$ cat src/rtl/core_sequencer.sv
// core_sequencer: mission controller for the line-following delivery car.
// Debounces the hall sensor to detect load and unload. It latches the colour
// of the loaded object and tracks until a station of that colour is seen.
// It then buzzes, waits for unload and counts the delivery. It gives up after
// MAX_UTURNS U-turns.
//
// Optional feature macro: CORE_BUZZ_EXT_EN
//   When defined, the buzz_finished port exists and BUZZ waits for it. The
//   internal buzz timer is removed, and FAIL holds en_buzz steadily high.
//
// Ports:
//   clk                 system clock
//   rst                 asynchronous active-high reset
//   hall                raw hall sensor (1 = object loaded), asynchronous
//   object_color_id     colour class of the loaded object
//   station_color_id    colour class of the current station
//   station_color_valid 1-cycle strobe qualifying station_color_id
//   end_of_track        level, tracking block reached track end
//   uturn_finished      1-cycle strobe from the U-turn block
//   buzz_finished       external buzz done (CORE_BUZZ_EXT_EN only)
//   en_tracking         enable line tracking
//   en_uturn            enable U-turn manoeuvre
//   en_buzz             buzzer on
//   ssd_code            {state code, latched colour, delivered count}
//   state_o             current state encoding (debug)
module core_sequencer #(
    parameter int unsigned COLOR_W      = 2,
    parameter int unsigned DEBOUNCE_CYC = 50000,
    parameter int unsigned BUZZ_CYC     = 25000000,
    parameter int unsigned MAX_UTURNS   = 3
) (
    input  logic               clk,
    input  logic               rst,
    input  logic               hall,
    input  logic [COLOR_W-1:0] object_color_id,
    input  logic [COLOR_W-1:0] station_color_id,
    input  logic               station_color_valid,
    input  logic               end_of_track,
    input  logic               uturn_finished,
`ifdef CORE_BUZZ_EXT_EN
    input  logic               buzz_finished,
`endif
    output logic               en_tracking,
    output logic               en_uturn,
    output logic               en_buzz,
    output logic [15:0]        ssd_code,
    output logic [2:0]         state_o
);

    localparam int unsigned DB_W  = (DEBOUNCE_CYC > 1) ? $clog2(DEBOUNCE_CYC) : 1;
    localparam int unsigned UT_W  = 4;
    localparam int unsigned CNT_W = 8;

    typedef enum logic [2:0] {
        S_IDLE   = 3'd0,
        S_TRACK  = 3'd1,
        S_BUZZ   = 3'd2,
        S_WAIT   = 3'd3,
        S_UTURN  = 3'd4,
        S_FAIL   = 3'd5
    } state_t;

    // Hall synchroniser and debounce
    logic [1:0]      hall_sync;
    logic [DB_W-1:0] db_cnt;
    logic            hall_db;
    logic            hall_db_q;
    logic            load_evt;
    logic            unload_evt;

    always_ff @(posedge clk or posedge rst) begin
        if (rst) begin
            hall_sync <= '0;
            db_cnt    <= '0;
            hall_db   <= 1'b0;
            hall_db_q <= 1'b0;
        end else begin
            hall_sync <= {hall_sync[0], hall};
            hall_db_q <= hall_db;
            if (hall_sync[1] == hall_db) begin
                db_cnt <= '0;
            end else if (db_cnt == DB_W'(DEBOUNCE_CYC - 1)) begin
                // Synchronised value has differed for DEBOUNCE_CYC cycles
                hall_db <= hall_sync[1];
                db_cnt  <= '0;
            end else begin
                db_cnt <= db_cnt + DB_W'(1);
            end
        end
    end

    assign load_evt   =  hall_db & ~hall_db_q;
    assign unload_evt = ~hall_db &  hall_db_q;

    // FSM and datapath state
    state_t             state;
    state_t             state_n;
    logic [COLOR_W-1:0] obj_col;
    logic [COLOR_W-1:0] obj_col_n;
    logic [UT_W-1:0]    uturn_cnt;
    logic [UT_W-1:0]    uturn_cnt_n;
    logic [CNT_W-1:0]   deliv_cnt;
    logic [CNT_W-1:0]   deliv_cnt_n;

    logic               en_tracking_n;
    logic               en_uturn_n;
    logic               en_buzz_n;
    logic [15:0]        ssd_code_n;

`ifndef CORE_BUZZ_EXT_EN
    localparam int unsigned TM_W = (BUZZ_CYC > 1) ? $clog2(BUZZ_CYC) : 1;
    localparam logic [TM_W-1:0] TM_LAST = TM_W'(BUZZ_CYC - 1);

    logic [TM_W-1:0] timer;
    logic [TM_W-1:0] timer_n;
    logic            timer_last;

    assign timer_last = (timer == TM_LAST);
`endif

    // State register
    always_ff @(posedge clk or posedge rst) begin
        if (rst) begin
            state <= S_IDLE;
        end else begin
            state <= state_n;
        end
    end

    // Next-state and datapath next values
    always_comb begin
        state_n     = state;
        obj_col_n   = obj_col;
        uturn_cnt_n = uturn_cnt;
        deliv_cnt_n = deliv_cnt;
        case (state)
            S_IDLE: begin
                if (load_evt) begin
                    obj_col_n   = object_color_id;
                    uturn_cnt_n = '0;
                    state_n     = S_TRACK;
                end
            end
            S_TRACK: begin
                if (unload_evt) begin
                    state_n = S_IDLE;
                end else if (station_color_valid && (station_color_id == obj_col)) begin
                    state_n = S_BUZZ;
                end else if (end_of_track) begin
                    state_n = S_UTURN;
                end
            end
            S_BUZZ: begin
`ifdef CORE_BUZZ_EXT_EN
                if (buzz_finished) begin
                    state_n = S_WAIT;
                end
`else
                if (timer_last) begin
                    state_n = S_WAIT;
                end
`endif
            end
            S_WAIT: begin
                if (unload_evt) begin
                    deliv_cnt_n = deliv_cnt + CNT_W'(1);
                    state_n     = S_IDLE;
                end
            end
            S_UTURN: begin
                if (uturn_finished) begin
                    uturn_cnt_n = uturn_cnt + UT_W'(1);
                    state_n     = (uturn_cnt_n == UT_W'(MAX_UTURNS)) ? S_FAIL : S_TRACK;
                end
            end
            S_FAIL: begin
                if (unload_evt) begin
                    state_n = S_IDLE;
                end
            end
            default: begin
                state_n = S_IDLE;
            end
        endcase
    end

`ifndef CORE_BUZZ_EXT_EN
    // Shared BUZZ/FAIL timer: restarts on every state entry, wraps each BUZZ_CYC
    always_comb begin
        timer_n = '0;
        if ((state_n == state) && ((state == S_BUZZ) || (state == S_FAIL))) begin
            timer_n = timer_last ? '0 : (timer + TM_W'(1));
        end
    end
`endif

    // Moore outputs, evaluated on the next state so they register with it
    always_comb begin
        en_tracking_n = 1'b0;
        en_uturn_n    = 1'b0;
        en_buzz_n     = 1'b0;
        case (state_n)
            S_TRACK: en_tracking_n = 1'b1;
            S_UTURN: en_uturn_n    = 1'b1;
            S_BUZZ:  en_buzz_n     = 1'b1;
            S_FAIL: begin
`ifdef CORE_BUZZ_EXT_EN
                en_buzz_n = 1'b1;
`else
                // Alarm starts on, then flips every BUZZ_CYC cycles
                if (state != S_FAIL) begin
                    en_buzz_n = 1'b1;
                end else if (timer_last) begin
                    en_buzz_n = ~en_buzz;
                end else begin
                    en_buzz_n = en_buzz;
                end
`endif
            end
            default: begin
                en_buzz_n = 1'b0;
            end
        endcase
        ssd_code_n = {1'b0, state_n, 4'(obj_col_n), deliv_cnt_n};
    end

    // Datapath and output registers
    always_ff @(posedge clk or posedge rst) begin
        if (rst) begin
            obj_col     <= '0;
            uturn_cnt   <= '0;
            deliv_cnt   <= '0;
            en_tracking <= 1'b0;
            en_uturn    <= 1'b0;
            en_buzz     <= 1'b0;
            ssd_code    <= '0;
        end else begin
            obj_col     <= obj_col_n;
            uturn_cnt   <= uturn_cnt_n;
            deliv_cnt   <= deliv_cnt_n;
            en_tracking <= en_tracking_n;
            en_uturn    <= en_uturn_n;
            en_buzz     <= en_buzz_n;
            ssd_code    <= ssd_code_n;
        end
    end

`ifndef CORE_BUZZ_EXT_EN
    always_ff @(posedge clk or posedge rst) begin
        if (rst) begin
            timer <= '0;
        end else begin
            timer <= timer_n;
        end
    end
`endif

    assign state_o = state;

endmodule

$ cat config.mk
export PLATFORM = sky130hd
export DESIGN_NAME = core_sequencer
export DESIGN_NICKNAME = d
export VERILOG_FILES = /design/src/rtl/core_sequencer.sv
export SDC_FILE = /design/constraint.sdc
export NUM_CORES = 1
export LEC_CHECK = 0
export CAP_MARGIN = 20
export CORE_MARGIN = 2
export CORE_UTILIZATION = 50
export DETAILED_ROUTE_END_ITERATION = 6
export PLACE_DENSITY = 0.73
export SLEW_MARGIN = 0
export SYNTH_ARGS = -nofsm -noshare
export SYNTH_HDL_FRONTEND = slang
export SYNTH_SLANG_ARGS = --single-unit
$ cat constraint.sdc
create_clock -name clk -period 5.45 [get_ports clk]
set_input_delay 1.09 -clock clk [delete_from_list [all_inputs] [get_ports clk]]
set_output_delay 1.09 -clock clk [all_outputs]
set_load 0.05 [all_outputs]
==> impl_metrics.csv <==
group,metric,value,unit
clocking,buffer_type_at_the_clock_tree_root,"sky130_fd_sc_hd__clkbuf_8",
pwr,power,1.28,mW
die,ios,32,
logic_synthesis,post_synth_and_or_nand_nor_area_fraction,0.262,
min_path,hold_path_end,"hall_sync[1]",
drt,drt-vias-per-instance,5.18,
logic_synthesis,synth_top_family_by_area,"simple AND/OR/NAND/NOR gates",
global_routing,number_of_antenna_violations_at_the_first_check_in_global_routing,0,
clocking,holdBufCountCts,0,
global_routing,vias_in_the_first_global_route,2335,
final_layout,multi_input_comb_area,1520,um^2
pwr,internal-power,861,uW
run_status,run_status,"complete, no violations",
setup_path,critPathMaxStageDelay,880,ps
drt,detailroute.via_count,2253,
die,die-area,7190,um^2
global_routing,grt_util_all_layers,0.184,
global_routing,grt_start_max_net_pins,66,
clocking,cts_htree_levels,3,
timing,fmax,0.344,GHz
timing,worst_slew_pin_slew,870,ps
pwr,share_comb_of_total_power,0.204,
logic_synthesis,synthesis.yosys.warnings,0,
timing,final.period_utilization,0.533,
setup_path,startpoint_type_of_the_worst_setup_path,"flip-flop",
logic_synthesis,post_synth_top_area_cell,"sky130_fd_sc_hd__dfrtp_1",
final_layout,n_antenna_cell,0,
setup_path,critPathMaxFanout,14,
drt,drc,0,
clocking,cts_num_sinks,65,
clocking,post_cts_resized,0,
setup_path,path_cells,"clkdlybuf4s50_1",
logic_synthesis,synth-compound-area-share,0.0376,
logic_synthesis,netlist.area_leader.share,0.498,
logic_synthesis,post_synth_main_area_contributors,"sky130_fd_sc_hd__dfrtp_1, sky130_fd_sc_hd__xnor2_1, sky130_fd_sc_hd__nor2_1",
final_layout,final.fill_count,540,
logic_synthesis,sequential_area_share_after_synthesis,0.498,
run,cap_violations,0,
timing,slew_headroom,0.420,
timing,slew_viol_final,0,
timing,final.setup_skew,11.9,ps
final_layout,synth_to_layout_area_growth,16.2,%
timing,total_of_endpoints_with_negative_setup_slack_in_the_final_report,0,
min_path,worstHoldPathCells,0,
timing,final_critical_path_setup_slack,2550,ps
drt,first_iter_violations,130,
setup_path,rr_worst_depth,5,
pwr,power.density_cell_area,336,nW/um^2
pwr,net_switching_component_of_the_power,415,uW
logic_synthesis,synthMostInstantiatedCell,"sky130_fd_sc_hd__dfrtp_1",
final_layout,regArea,1630,um^2
setup_path,timing.reg2reg.setup_slack,3310,ps
global_routing,total_grt_overflow,0,
logic_synthesis,yosys_register_bits,65,
setup_path,cp_slowest_cell,"sky130_fd_sc_hd__clkdlybuf4s50_1",
timing,final_period_minus_worst_setup_slack,2900,ps
logic_synthesis,edff_count_synth,0,
min_path,hold_path_class,"flip-flop to flip-flop",
logic_synthesis,synth.top_cells.by_count,"sky130_fd_sc_hd__dfrtp_1, sky130_fd_sc_hd__nor2_1, sky130_fd_sc_hd__xnor2_1",
logic_synthesis,yosys.area_share.adder,0.0192,
place,portbufs,28,
logic_synthesis,post_synth_mux_area_share,0.0169,
logic_synthesis,synth_xor_area_frac,0.126,
clocking,tritoncts.num_buffers,9,
drt,antenna_left,0,
pwr,switching_share,0.325,
clocking,cts_tree,"built",
setup_path,r2r-start,"timer[0]",
clocking,clockBufferDepth,2,
setup_path,worst_path_dominant_cell_family,"buffers and inverters",
min_path,hold_path_startpoint,"hall_sync[0]",
place,place_area,3570,um^2
place,dp_hpwl,4.06,mm
place,gpl.final_weighted_congestion,0.785,
die,die_height,84.8,um
logic_synthesis,synth_top_flop_cell,"sky130_fd_sc_hd__dfrtp_1",
logic_synthesis,total_standard_cell_area_after_synthesis,3260,um^2
global_routing,grt_first_pass_wirelength,10.5,mm
die,floorplan.die.width,84.8,um
final_layout,nets,368,
setup_path,crit_arrival,1810,ps
final_layout,final_design_area_no_fill,3790,um^2
pwr,leakage,1.57,nW
timing,hold_viol,0,
clocking,clock_latency_on_the_worst_skew_pair,340,ps
die,core_rows,29,
logic_synthesis,gate_count_of_the_mapped_netlist,323,
drt,routedWlPerCell,13.6,um
die,start_util,0.517,
pwr,clkPwrFrac,0.359,
logic_synthesis,synth-async-reset-ratio,1.00,
setup_path,worstSetupEndpointType,"primary output",
timing,fin_tns_setup,0,ps
drt,postRouteWirelength,5.90,mm
timing,unrepaired_setup_endpoints_after_global_routing,"no",
setup_path,timing_worst_setup_path_type,"flip-flop to primary output",
die,standard_cell_core_area,6310,um^2
place,dpl_worst_slack,2730,ps
final_layout,post_route_cells_drive_above_1_share,0.112,
setup_path,critical_path_required,4360,ps
logic_synthesis,synth_area_per_cell,10.1,um^2
drt,drtPass1Iterations,4,
pwr,pwr-share-seq,0.437,
logic_synthesis,netlist-cell-type-count,47,
setup_path,worstPathBufferInverterCount,1,
clocking,cts_post_setup_buffers_inserted,0,
setup_path,worstReg2RegEnd,"timer[10]",
pwr,vdd.ir_drop.worst,242,uV
clocking,clk_pin_slew_worst_paths,80,ps
==> placed cells by master, fill, tap and decap left out, drive strengths merged, types with 3 or more instances in the layout <==
cell type / instances
clkbuf: 9
nand3: 17
clkdlybuf4s50: 28
and3: 5
mux2: 4
o21ai: 5
dfrtp: 65
inv: 12
a21oi: 4
nor2: 61
xor2: 19
nor4b: 3
nor3: 12
and4: 5
nand2b: 6
conb: 3
nand4: 13
nand2: 22
xnor2: 28
ha: 5
==> layout make-up <==
| type | instances | share of cell area |
|---|---|---|
| inverter | 10 | 0.00990 |
| timing repair buffer | 29 | 0.0759 |
| tap | 77 | 0.0254 |
| multi-input combinational | 238 | 0.401 |
| clock inverter | 7 | 0.0267 |
| sequential | 65 | 0.429 |
| clock buffer | 9 | 0.0327 |
==> through the flow <==
step / utilization / instances / hold WS, ps
after floorplan: - / 325 / 331
after global placement: 0.565 / 419 / 351
after detailed placement: 0.565 / 419 / 336
after CTS: 0.601 / 435 / 355
after global routing: 0.601 / 435 / 367
final: 0.601 / 435 / 351
==> registers in the layout, summed over array words and instances (netlist names) <==
name / cells
timer: 25
hall_db: 1
en_uturn: 1
obj_col: 1
uturn_cnt: 4
deliv_cnt: 7
db_cnt: 16
hall_sync: 2
en_tracking: 1
state_o: 2
hall_db_q: 1
ssd_code: 3
en_buzz: 1
==> kinds of logic (layout without fill, tap and decap cells) <==
| kind of cell | Yosys count | in the layout |
|---|---|---|
| and+or+nand+nor | 160 | 160 |
| xor gates and xnor gates | 47 | 47 |
| DFF | 65 | 65 |
| buffers and inverters | 22 | 55 |
| other | 1 | 3 |
| AOI/OAI and AO/OA | 18 | 18 |
| adders and majority gates | 5 | 5 |
| muxes | 5 | 5 |
==> worst max path at each step <==
stage                        startpoint          end  slack, ps  cells past startpoint
CTS                          state_o[0]   state_o[0]       2530                      1
global route                 state_o[0]   state_o[0]       2480                      1
global placement    station_color_id[1]  en_tracking       2760                      7
floorplan                           rst    db_cnt[0]       2730                      1
detailed placement  station_color_id[1]     en_uturn       2730                      6
finish                       state_o[0]   state_o[0]       2550                      1
==> metal layers <==
metal / track usage / vias to the layer above / part of all wire
met5: 0 / - / 0
met4: 0.0851 / 0 / 0.018
met3: 0.0354 / 9 / 0.027
met2: 0.300 / 24 / 0.47
met1: 0.237 / 1075 / 0.48
li1: - / 1145 / -
==> worst register-to-register path: stages (launching register included) <==
cell and delay, ps:
sky130_fd_sc_hd__dfrtp_1 390, sky130_fd_sc_hd__ha_1 230, sky130_fd_sc_hd__and4_1 280, sky130_fd_sc_hd__nand4_1 210, sky130_fd_sc_hd__o22ai_2 770, sky130_fd_sc_hd__nor2_1 120
==> power by group through the flow <==
stage               clock network [mW]  registers [mW]  logic [mW]
finish                           0.458           0.557       0.261
CTS                              0.467           0.558       0.264
floorplan                            0           0.604       0.155
detailed placement                   0           0.566       0.262
global placement                     0           0.567       0.259
global route                     0.486           0.564       0.287
Power figures use the tool's default switching activity.
